**config.mk**
```make
export PLATFORM = sky130hd
export DESIGN_NAME = seven_seg_scroller
export DESIGN_NICKNAME = d
export VERILOG_FILES = /design/src/rtl/seven_seg_scroller.sv
export SDC_FILE = /design/constraint.sdc
export NUM_CORES = 1
export LEC_CHECK = 0
export BUFFER_PORTS_ARGS = -buffer_cell sky130_fd_sc_hd__buf_2
export CAP_MARGIN = 20
export CORE_ASPECT_RATIO = 0.9
export CORE_UTILIZATION = 34
export DETAILED_ROUTE_END_ITERATION = 6
export HOLD_SLACK_MARGIN = 0.06
export MAX_ROUTING_LAYER = met4
export PLACE_DENSITY = 0.54
export SLEW_MARGIN = 10
export SYNTH_ARGS = -nofsm -noshare
export SYNTH_HDL_FRONTEND = slang
export SYNTH_SLANG_ARGS = --single-unit
export TNS_END_PERCENT = 30
```
**constraint.sdc**
```tcl
create_clock -name clk -period 5.07 [get_ports clk]
set_input_delay 1.2675 -clock clk [delete_from_list [all_inputs] [get_ports clk]]
set_output_delay 1.2675 -clock clk [all_outputs]
set_load 0.02 [all_outputs]
```
**src/rtl/seven_seg_scroller.sv**
```systemverilog
// Message buffer that scrolls its characters right-to-left across a four-digit
// seven-segment window, one position per TICK_DIV cycles, optionally looping.
module seven_seg_scroller #(
    parameter int         DEPTH    = 16,
    parameter int         TICK_DIV = 25_000_000,
    parameter logic [4:0] PAD      = 5'h00
) (
    input  logic       clk,
    input  logic       reset,
    input  logic       wr_en,
    input  logic [4:0] wr_data,
    output logic       wr_ready,
    input  logic       clear,
    input  logic       start,
    input  logic       stop,
    input  logic       loop,
    output logic       busy,
    output logic       step,
    output logic [4:0] digits0,
    output logic [4:0] digits1,
    output logic [4:0] digits2,
    output logic [4:0] digits3
);

    localparam int AW     = $clog2(DEPTH);
    localparam int LEN_W  = $clog2(DEPTH + 1);
    localparam int POS_W  = $clog2(DEPTH + 3);
    localparam int TICK_W = (TICK_DIV > 1) ? $clog2(TICK_DIV) : 1;

    typedef enum logic {
        IDLE   = 1'b0,
        SCROLL = 1'b1
    } state_e;

    state_e             state_q, state_d;
    logic [LEN_W-1:0]   len_q, len_d;
    logic [POS_W-1:0]   pos_q, pos_d;
    logic [TICK_W-1:0]  tick_q, tick_d;
    logic [4:0]         msg_q [DEPTH];
    logic [4:0]         msg_d [DEPTH];
    logic [AW-1:0]      wr_idx;
    logic [POS_W-1:0]   end_pos;
    logic [POS_W:0]     win_idx [4];
    logic [4:0]         win [4];

    assign busy    = (state_q == SCROLL);
    assign digits0 = win[0];
    assign digits1 = win[1];
    assign digits2 = win[2];
    assign digits3 = win[3];

    always_comb begin
        state_d  = state_q;
        len_d    = len_q;
        pos_d    = pos_q;
        tick_d   = tick_q;
        msg_d    = msg_q;
        wr_ready = (state_q == IDLE) && (len_q < LEN_W'(DEPTH));
        step     = (state_q == SCROLL) && (tick_q == TICK_W'(TICK_DIV - 1));
        // A write alongside clear lands at slot 0 of the freshly emptied buffer.
        wr_idx   = clear ? '0 : len_q[AW-1:0];
        end_pos  = POS_W'(len_q) + POS_W'(2);

        case (state_q)
            IDLE: begin
                if (clear) begin
                    len_d = '0;
                end
                if (wr_en && wr_ready) begin
                    msg_d[wr_idx] = wr_data;
                    len_d         = len_d + LEN_W'(1);
                end
                if (start && !clear && (len_d != '0)) begin
                    state_d = SCROLL;
                    pos_d   = '0;
                    tick_d  = '0;
                end
            end
            SCROLL: begin
                if (stop) begin
                    state_d = IDLE;
                    pos_d   = '0;
                    tick_d  = '0;
                end else if (step) begin
                    tick_d = '0;
                    if (pos_q == end_pos) begin
                        pos_d = '0;
                        if (!loop) begin
                            state_d = IDLE;
                        end
                    end else begin
                        pos_d = pos_q + POS_W'(1);
                    end
                end else begin
                    tick_d = tick_q + TICK_W'(1);
                end
            end
            default: state_d = IDLE;
        endcase
    end

    // Window digit k shows msg[pos-k]; a set MSB of the difference means pos < k.
    always_comb begin
        for (int k = 0; k < 4; k++) begin
            win_idx[k] = {1'b0, pos_q} - (POS_W + 1)'(k);
            win[k]     = PAD;
            if ((state_q == SCROLL) && !win_idx[k][POS_W] &&
                (win_idx[k][POS_W-1:0] < POS_W'(len_q))) begin
                win[k] = msg_q[win_idx[k][AW-1:0]];
            end
        end
    end

    always_ff @(posedge clk) begin
        if (reset) begin
            state_q <= IDLE;
            len_q   <= '0;
            pos_q   <= '0;
            tick_q  <= '0;
        end else begin
            state_q <= state_d;
            len_q   <= len_d;
            pos_q   <= pos_d;
            tick_q  <= tick_d;
        end
    end

    always_ff @(posedge clk) begin
        msg_q <= msg_d;
    end

endmodule

```
Word level (Yosys, flattened, before mapping)
Cells that the tools add are included.
- bits of input ports: 12
- register bits: 116
- order comparisons: 11
- reduce and logical (&&, ||, !) cells: 20
- muxes and demuxes: 39
- add/subtract/negate cells: 7
- equal/unequal tests: 4
- bitwise gates (word level): 6
- operators by type and width (cell ; number):
    2-to-1 mux 5 bit ; 21
    binary-select mux 5 bit (select 4 bit) ; 4
    bitwise mux 80 bit ; 1
    2-to-1 mux 25 bit ; 3
    one-hot mux 25 bit (2 select lines) ; 1
    adder 25 x 1 -> 25 bit, second input constant ; 1
    equality test 25 bit, second input constant ; 1
    greater-or-equal comparator 5 bit, second input constant ; 5
    NOT 4 -> 5 bit ; 5
    demux 5 bit (select 4 bit) ; 1
    less-than comparator 5 bit ; 4
    logical AND 1 bit ; 13
    subtractor 5 x 2 -> 6 bit, second input constant ; 2
    adder 5 x 1 -> 5 bit, second input constant ; 2
    one-hot mux 5 bit (2 select lines) ; 1
    subtractor 5 x 1 -> 6 bit, second input constant ; 1
    adder 5 x 2 -> 5 bit, second input constant ; 1
    equality test 5 bit ; 1
    less-than comparator 5 x 1 -> 1 bit, second input constant ; 1
    less-than comparator 5 bit, second input constant ; 1
    2-to-1 mux 1 bit ; 5
    nonzero test 5 bit ; 1
    logical NOT 1 bit ; 4
    2-to-1 mux 4 bit ; 1
    5 further kinds ; 6

Longest topological paths before layout
Gate-level depths: netlist of the first run.
- word-level depth: 9
- gate-level depth with buffers: 14
- gate-level depth less buffers: 10

Worst setup path before layout of the first run
Ideal clock, no wire load.
- path type: reg-to-output
- start point: register pos_q[1]
- end point: output port digits1[0]
- data required time: 3.803 ns
- arrival time: 3.629 ns
- buffers on the path: 4
- path slack: 0.174 ns
- cell stages (with the launch flop): 15
- cells stage by stage: dfxtp_1 buf_1 clkbuf_1 inv_1 ha_1 clkbuf_1 inv_1 clkbuf_1 ha_1 nor2b_1 o21a_1 o21ai_0 nand2b_1 a21oi_1 and3_1
- longest elaborated chain between the ends: 6
- ends and longest elaborated chain (element ; RTL line ; RTL):
    start: declaration ; 37 ; logic [POS_W-1:0] pos_q, pos_d;
    start signal: assignment ; 123 ; pos_q <= pos_d;
    subtractor 5 x 1 -> 6 bit * ; 105 ; win_idx[k] = {1'b0, pos_q} - (POS_W + 1)'(k);
    NOT 4 -> 5 bit (implied by the code) ; 109 ; win[k] = msg_q[win_idx[k][AW-1:0]];
    binary-select mux 5 bit (select 4 bit) ; 109 ;
    2-to-1 mux 5 bit (implied by the code) (2 in a row) ; 109 ;
    2-to-1 mux 5 bit * ; 107 ; if ((state_q == SCROLL) && !win_idx[k][POS_W] &&
    end: declaration ; 20 ; output logic [4:0] digits1,
Every way passes the cells marked *; elsewhere a longest branch is shown, timed or not. The select of a mux whose other input is x is not followed.

Worst setup path in the final report of the first run
- start point: register pos_q[0]
- end point: output port digits3[0]
- longest elaborated chain between the ends: 6
- ends and longest elaborated chain (element ; RTL line ; RTL):
    subtractor 5 x 2 -> 6 bit * ; 105 ;
    NOT 4 -> 5 bit (implied by the code) ; 109 ;
    binary-select mux 5 bit (select 4 bit) ; 109 ;
    2-to-1 mux 5 bit (implied by the code) (2 in a row) ; 109 ;
    2-to-1 mux 5 bit * ; 107 ;
    end: declaration ; 22 ; output logic [4:0] digits3
Marks and branches as above.

==> metrics.md, run 1 <==
| Metric | Value |
|---|---|
| Outcome | `complete, no violations` |
| R2R Path End | `tick_q[17]$_SDFFE_PP0P_` |
| DRC | `0` |
| Clock Latency Late Sink | `0.42 ns` |
| Die Wd | `about 160 um` |
| Final hold slack | `0.505 ns` |
| Final Power | `roughly 2.3 mW` |
| CP max stage cell | `buf_4` |
| CTS Buf Count | `17` |
| Die area | `23200 um2` |
| Hold depth | `1` |
| Initial DRC count | `approximately 530` |
| H-tree level count | `4` |
| Top cell by count, worst path | `buf_4` |
| Synthesized flop and latch total | `~120` |
| Area after DPL | `8150 um2` |
| Setup-failing EPs final | `0` |
| Resize count post-CTS | `0` |
| Fmax | `roughly 0.21 GHz` |
| CTS tree | `done` |
| Hold endpoint | `tick_q[24]$_SDFFE_PP0P_` |
| Vias per cell | `5.91` |
| Post-Syn Nets | `644` |
| Standard-cell rows | `51` |
| Clock Skew | `roughly 0.013 ns` |
| Max-cap violations | `0` |
| Largest net degree at the start of global routing | `46` |
| Pre-antenna DRT Iters | `5` |
| Placer Congestion | `0.862` |
| Finished Layout Cells | `around 940` |
| Diodes inserted | `0` |
| Slew margin rel. | `27.0%` |
| FF-to-FF setup slack | `between 2 and 2.5 ns` |
| Crit path kind | `reg -> out` |
| Total gr overflow | `0` |
| R2R cell count | `6` |
| Fin. Hold Viols | `0` |
| Vias in the first global route | `5373` |
| Worst Path Arrival | `3.51 ns` |
| CP Max Fanout | `37` |
| Commonest non-fill, non-tap cells in the layout | `mux4_2, edfxtp_1, nand2_1` |
| Synth Cell Area | `7670 um2` |
| Hold Crit Class | `reg -> reg` |
| Initial Utilization | `35.0%` |
| Clock Path Buffers | `2` |
| Layout area overhead | `13.8%` |
| Total wire length | `between 20000 and 25000 um` |
| Vias | `5547` |
| Die H | `about 140 um` |
| RSZ-0062 raised after global routing | `no` |
| IO Port Bufs | `34` |
| Ys async rst share | `0%` |
| CORE AREA | `21900 um2` |
| Crit Reg-Reg Startpoint | `busy$_SDFF_PP0_` |
| Hpwl dp | `approximately 15000 um` |
| Share of cells above drive strength 1 | `30.7%` |
| CP Data Required Time | `3.80 ns` |
| Type of origin of the critical path | `flop` |
| Post-CTS setup buffer count | `0` |
| Fin Setup TNS | `0 ns` |
| Synthesis Warnings | `0` |
| Nets | `674` |
| Max VDD drop | `0.000237 V` |
| Clock tree root driver cell | `clkbuf_16` |
| Cells after Synth | `606` |
| Lkg Pwr | `between 2 and 3 nW` |
| Final Cell Area | `8730 um2` |
| Global-route usage over all layers | `19.9%` |
| Syn avg cell area | `12.7 um2` |
| Commonest non-fill, non-tap cell in the layout | `mux4_2` |
| Pwr Density | `264 nW/um2` |
| # hold bufs at CTS | `0` |
| # clock sinks | `116` |
| I/O Pins | `35` |
| Initial antenna violation count | `0` |
| CTS clk-pin slew, worst paths | `0.06 ns` |
| Placed Instances | `approximately 910` |
| Hold Path Origin | `tick_q[24]$_SDFFE_PP0P_` |
| Min cycle time layout | `4.78 ns` |
| First-pass GRT wire length | `32700 um` |
| Tcrit/Tclk final | `94.2%` |
| Worst-path cell chain | `buf_4 -> a21oi_1 -> xnor2_1 -> buf_4 -> inv_1 -> ha_1 -> o21a_1 -> o21a_1 -> a2111oi_0 -> buf_4 -> and3_1 -> buf_2` |
| Setup crit end kind | `primary output` |
| Seq/Total Area, Yosys | `between 40% and 50%` |
| Critical path's largest stage delay | `0.47 ns` |
| Top FF cell, synth | `edfxtp_1` |
| Wire per inst | `22.9 um` |
| Number of flops mapped to enable cells by yosys | `80` |
| Slew Viols, Final | `0` |
| Synth cell types | `65` |
| Final ANT Viol Nets | `0` |
| Worst-Margin Slew | `1.08 ns` |
==> routing by layer <==
metal / global-route usage, % / part of all wire (%) / up-vias
met1: 25.7 / 43 / 2802
met5: - / 0 / -
met3: 4.88 / 7.8 / 29
met4: 6.87 / 1.7 / 0
met2: 30.5 / 48 / 246
li1: - / - / 2470
==> cells in the mapped netlist (2+ instances only) <==
cell      number  area (um2)
mux4_2        84        1890
edfxtp_1      80        2400
nand2_1       53         199
nor2_1        43         161
dfxtp_1       36         721
a21oi_1       34         170
ha_1          26         325
mux2i_1       18         180
nand3_1       18        90.1
and3_1        16         100
buf_2         16        80.1
o21ai_0       15        75.1
nor2b_1       14        87.6
clkbuf_1      13        48.8
inv_1         12        45.0
nor3_1        10        50.1
a311oi_2       8         120
nor3_2         7        70.1
o21a_1         7        52.6
xnor2_1        7        61.3
a31oi_1        6        37.5
nand4_1        6        37.5
xor2_1         6        52.6
buf_1          5        18.8
a211o_1        4        35.0
buf_6          4        45.0
nand4b_1       4        35.0
or3_1          4        25.0
and2_1         3        18.8
and4_1         3        26.3
nor4_1         3        18.8
a211oi_1       2        15.0
a21boi_0       2        15.0
nand2b_1       2        12.5
nor3b_1        2        15.0
o21bai_1       2        15.0
or4_1          2        15.0
or4bb_1        2        22.5
==> cells by family after synthesis <==
group	share of synthesized area [%]
AND/OR/NAND/NOR	14.0
flip-flops	40.7
multiplexers	27.0
AO/OA/AOI/OAI	9.14
buffers and inverters	3.43
adder cells (fa/ha/maj)	4.24
XOR/XNOR	1.48
==> per-stage QoR <==
stage / utilization [%] / setup slack, ns
after CTS: 39.9 / 0.216
final: 39.9 / 0.292
after global routing: 39.9 / 0.0678
after global placement: 37.2 / 0.791
after floorplan: - / 0.174
after detailed placement: 37.2 / 0.676
==> state kept, by name, summed over array words and instances, names as in the netlist <==
name	flops
tick_q	25
msg_q	80
len_q	5
busy	1
pos_q	5
==> how the worst max path moves through the flow <==
stage | startpoint | end | slack (ns)
finish | pos_q[0]$_SDFFE_PP0P_ | digits3[0] | 0.29
global route | pos_q[0]$_SDFFE_PP0P_ | digits3[2] | 0.07
CTS | pos_q[0]$_SDFFE_PP0P_ | digits3[0] | 0.22
detailed placement | pos_q[0]$_SDFFE_PP0P_ | digits1[3] | 0.68
global placement | pos_q[0]$_SDFFE_PP0P_ | digits1[3] | 0.79
floorplan | pos_q[1]$_SDFFE_PP0P_ | digits1[0] | 0.17
==> critical path: cells and delay by family, from the launching register on <==
family | cells | cell delay, ns
AO/OA/AOI/OAI | 4 | 0.88
XOR/XNOR | 1 | 0.17
adder cells (fa/ha/maj) | 1 | 0.28
buffers and inverters | 5 | 1.24
flip-flops | 1 | 0.34
AND/OR/NAND/NOR | 1 | 0.16
==> cell type report <==
class	instances	area [um2]
Clock inverter	14	154
Tap cell	291	364
Timing Repair Buffer	51	298
Clock buffer	17	425
Inverter	13	48.8
Fill cell	2018	13200
Multi-Input combinational cell	437	4310
Sequential cell	116	3130
==> where the power goes <==
group	internal (mW)	leakage, nW	switching (mW)
sequential	1.02	1.01	0.0101
combinational	0.0281	1.58	0.0558
clock	0.724	0.276	0.465
(Power assumes the default switching activity.)
==> inputs of run 2 (changes only) <==
Settings changed: SETUP_SLACK_MARGIN from default to 0.5.
==> run 2 against run 1 <==
Non-clock buffer count up 1. Cell count stayed put. Hold slack worse by 0.0022 ns. Sequential share of layout area hardly changed. Fmax is 7.8% higher. Power fell by 3.9%. Die area stayed put. Clock skew hardly changed. First-iteration DRC count shrank 12%. Combinational power about the same. Largest cell class unchanged. Sequential power is essentially flat. Utilization grew 0.086 points.
==> metrics.md, run 2 (synthesis gave the netlist of run 1 again) <==
| Metric | Value |
|---|---|
| Vias | `5545 (was 5547)` |
| Fin. Hold Viols | `0 (unchanged)` |
| RSZ-0062 raised after global routing | `yes (was no)` |
| Nets | `675 (was 674)` |
| I/O Pins | `35 (unchanged)` |
| Top delay family on crit path | `compound AO/OA/AOI/OAI gates (was buffers and inverters)` |
| Largest register FFs | `80 (unchanged)` |
| WP buf/inv | `3 (was 5)` |
| First-pass GRT wire length | `32500 um (was 32700 um)` |
| Tcrit/Tclk final | `87.4% (was 94.2%)` |
| Clock Latency Late Sink | `0.42 ns (about the same)` |
| # clock sinks | `116 (unchanged)` |
| Initial DRC count | `463 (was 526)` |
| Clock tree root driver cell | `clkbuf_16 (unchanged)` |
| CTS clk-pin slew, worst paths | `0.06 ns (about the same)` |
| Total gr overflow | `0 (unchanged)` |
| Commonest non-fill, non-tap cell in the layout | `mux4_2 (unchanged)` |
| Hold Crit Class | `reg -> reg (unchanged)` |
| Commonest non-fill, non-tap cells in the layout | `mux4_2, edfxtp_1, nand2_1 (unchanged)` |
| Register name with the most flops | `msg_q (unchanged)` |
| Biggest regs | `msg_q x80, tick_q x25 (unchanged)` |
| Worst setup margin | `0.638 ns (was 0.292 ns)` |
| Max-cap violations | `0 (unchanged)` |
| Initial antenna violation count | `0 (unchanged)` |
| Die H | `144 um (unchanged)` |
| Setup-failing EPs final | `0 (unchanged)` |
| Top cell by count, worst path | `o21a_1 (was buf_4)` |
| Fmax | `0.226 GHz (was 0.209 GHz)` |
| Pwr Density | `253 nW/um2 (was 264 nW/um2)` |
| Final ANT Viol Nets | `0 (unchanged)` |
| Placer Congestion | `0.926 (was 0.862)` |
| CORE AREA | `21900 um2 (unchanged)` |
| Slew margin rel. | `23.6% (was 27.0%)` |
| CTS tree | `done (unchanged)` |
| Dpl ws | `0.429 ns (was 0.676 ns)` |
| Wire per inst | `22.3 um (was 22.9 um)` |
| Die Wd | `160 um (unchanged)` |
| Diodes inserted | `0 (unchanged)` |
| Vias in the first global route | `5425 (was 5373)` |
| Crit path kind | `reg -> out (unchanged)` |
| Final Power | `2.21 mW (was 2.30 mW)` |
| Lkg Pwr | `2.87 nW (about the same)` |
| Die area | `23200 um2 (unchanged)` |
| IO Port Bufs | `34 (unchanged)` |
| Slew Viols, Final | `0 (unchanged)` |
| Initial Utilization | `35.0% (unchanged)` |
| Type of origin of the critical path | `flop (unchanged)` |
| Worst-Margin Slew | `1.14 ns (was 1.08 ns)` |
| # hold bufs at CTS | `0 (unchanged)` |
| Share of cells above drive strength 1 | `31.3% (was 30.7%)` |
| Clock Skew | `0.0129 ns (was 0.0134 ns)` |
| Pre-antenna DRT Iters | `5 (unchanged)` |
| Worst-path cell chain | `inv_1 -> ha_4 -> ha_1 -> nor2b_1 -> o21a_1 -> o21a_1 -> o21a_1 -> a2111oi_2 -> buf_4 -> and3_1 -> buf_2 (was buf_4 -> a21oi_1 -> xnor2_1 -> buf_4 -> inv_1 -> ha_1 -> o21a_1 -> o21a_1 -> a2111oi_0 -> buf_4 -> and3_1 -> buf_2)` |
| Outcome | `complete, no violations (unchanged)` |
| Vias per cell | `5.91 (about the same)` |
| Fin Setup TNS | `0 ns (unchanged)` |
| CP Max Fanout | `13 (was 37)` |
| Worst Path Arrival | `3.16 ns (was 3.51 ns)` |
| Critical path's largest stage delay | `0.46 ns (was 0.47 ns)` |
| CTS Buf Count | `17 (unchanged)` |
| Max VDD drop | `0.000217 V (was 0.000237 V)` |
| Standard-cell rows | `51 (unchanged)` |
| Hpwl dp | `15000 um (was 14800 um)` |
| Largest net degree at the start of global routing | `62 (was 46)` |
| CP max stage cell | `dfxtp_4 (was buf_4)` |
| H-tree level count | `4 (unchanged)` |
| DRC | `0 (unchanged)` |
| Clock Path Buffers | `2 (unchanged)` |
| CP Data Required Time | `3.80 ns (about the same)` |
| Setup crit end kind | `primary output (unchanged)` |
| Min cycle time layout | `4.43 ns (was 4.78 ns)` |
| Global-route usage over all layers | `19.6% (was 19.9%)` |
| Layout area overhead | `14.1% (was 13.8%)` |
| Total wire length | `20900 um (was 21500 um)` |
| Final core occ | `40.0% (was 39.9%)` |
| Final hold slack | `0.503 ns (was 0.505 ns)` |
-- run 2: layout make-up --
class	instances	area, um2
inverter	13	51.3
sequential	116	3130
timing repair buffer	52	323
clock inverter	13	113
clock buffer	17	425
fill	2040	13100
multi-input combinational	437	4340
tap	291	364
-- run 2: timing repair --
action	CTS	global route
setup endpoints to repair	12	13
setup buffers	1	0
gates resized for setup	6	10
-- run 2: stage by stage --
step,cells,area [um2]
finish,939,8750
global route,939,8750
CTS,938,8710
detailed placement,907,8140
global placement,907,8140
floorplan,606,7670
-- run 2: path summary, 6_finish.rpt --
path / from / endpoint / slack [ns] / depth (start not counted)
setup / recovery: pos_q[1]$_SDFFE_PP0P_ / digits3[0] / 0.64 / 11
hold / removal: tick_q[24]$_SDFFE_PP0P_ / tick_q[24]$_SDFFE_PP0P_ / 0.50 / 1
setup reg to reg: busy$_SDFF_PP0_ / pos_q[0]$_SDFFE_PP0P_ / 1.93 / 7
hold reg to reg: tick_q[24]$_SDFFE_PP0P_ / tick_q[24]$_SDFFE_PP0P_ / 0.50 / 1
-- run 2: power by group --
part | switching [mW] | internal (mW) | leakage (nW)
logic | 0.0559 | 0.0282 | 1.60
clock network | 0.435 | 0.664 | 0.252
registers | 0.00983 | 1.02 | 1.01
-- run 2: routing by layer --
| metal | part of all wire (%) | wire [um] | track usage [%] | vias up |
|---|---|---|---|---|
| li1 | - | - | - | 2476 |
| met1 | 44 | 9250 | 26.0 | 2816 |
| met2 | 46 | 9670 | 30.0 | 219 |
| met3 | 7.4 | 1540 | 3.76 | 34 |
| met4 | 2.2 | 461 | 6.77 | 0 |
| met5 | 0 | 0 | - | - |
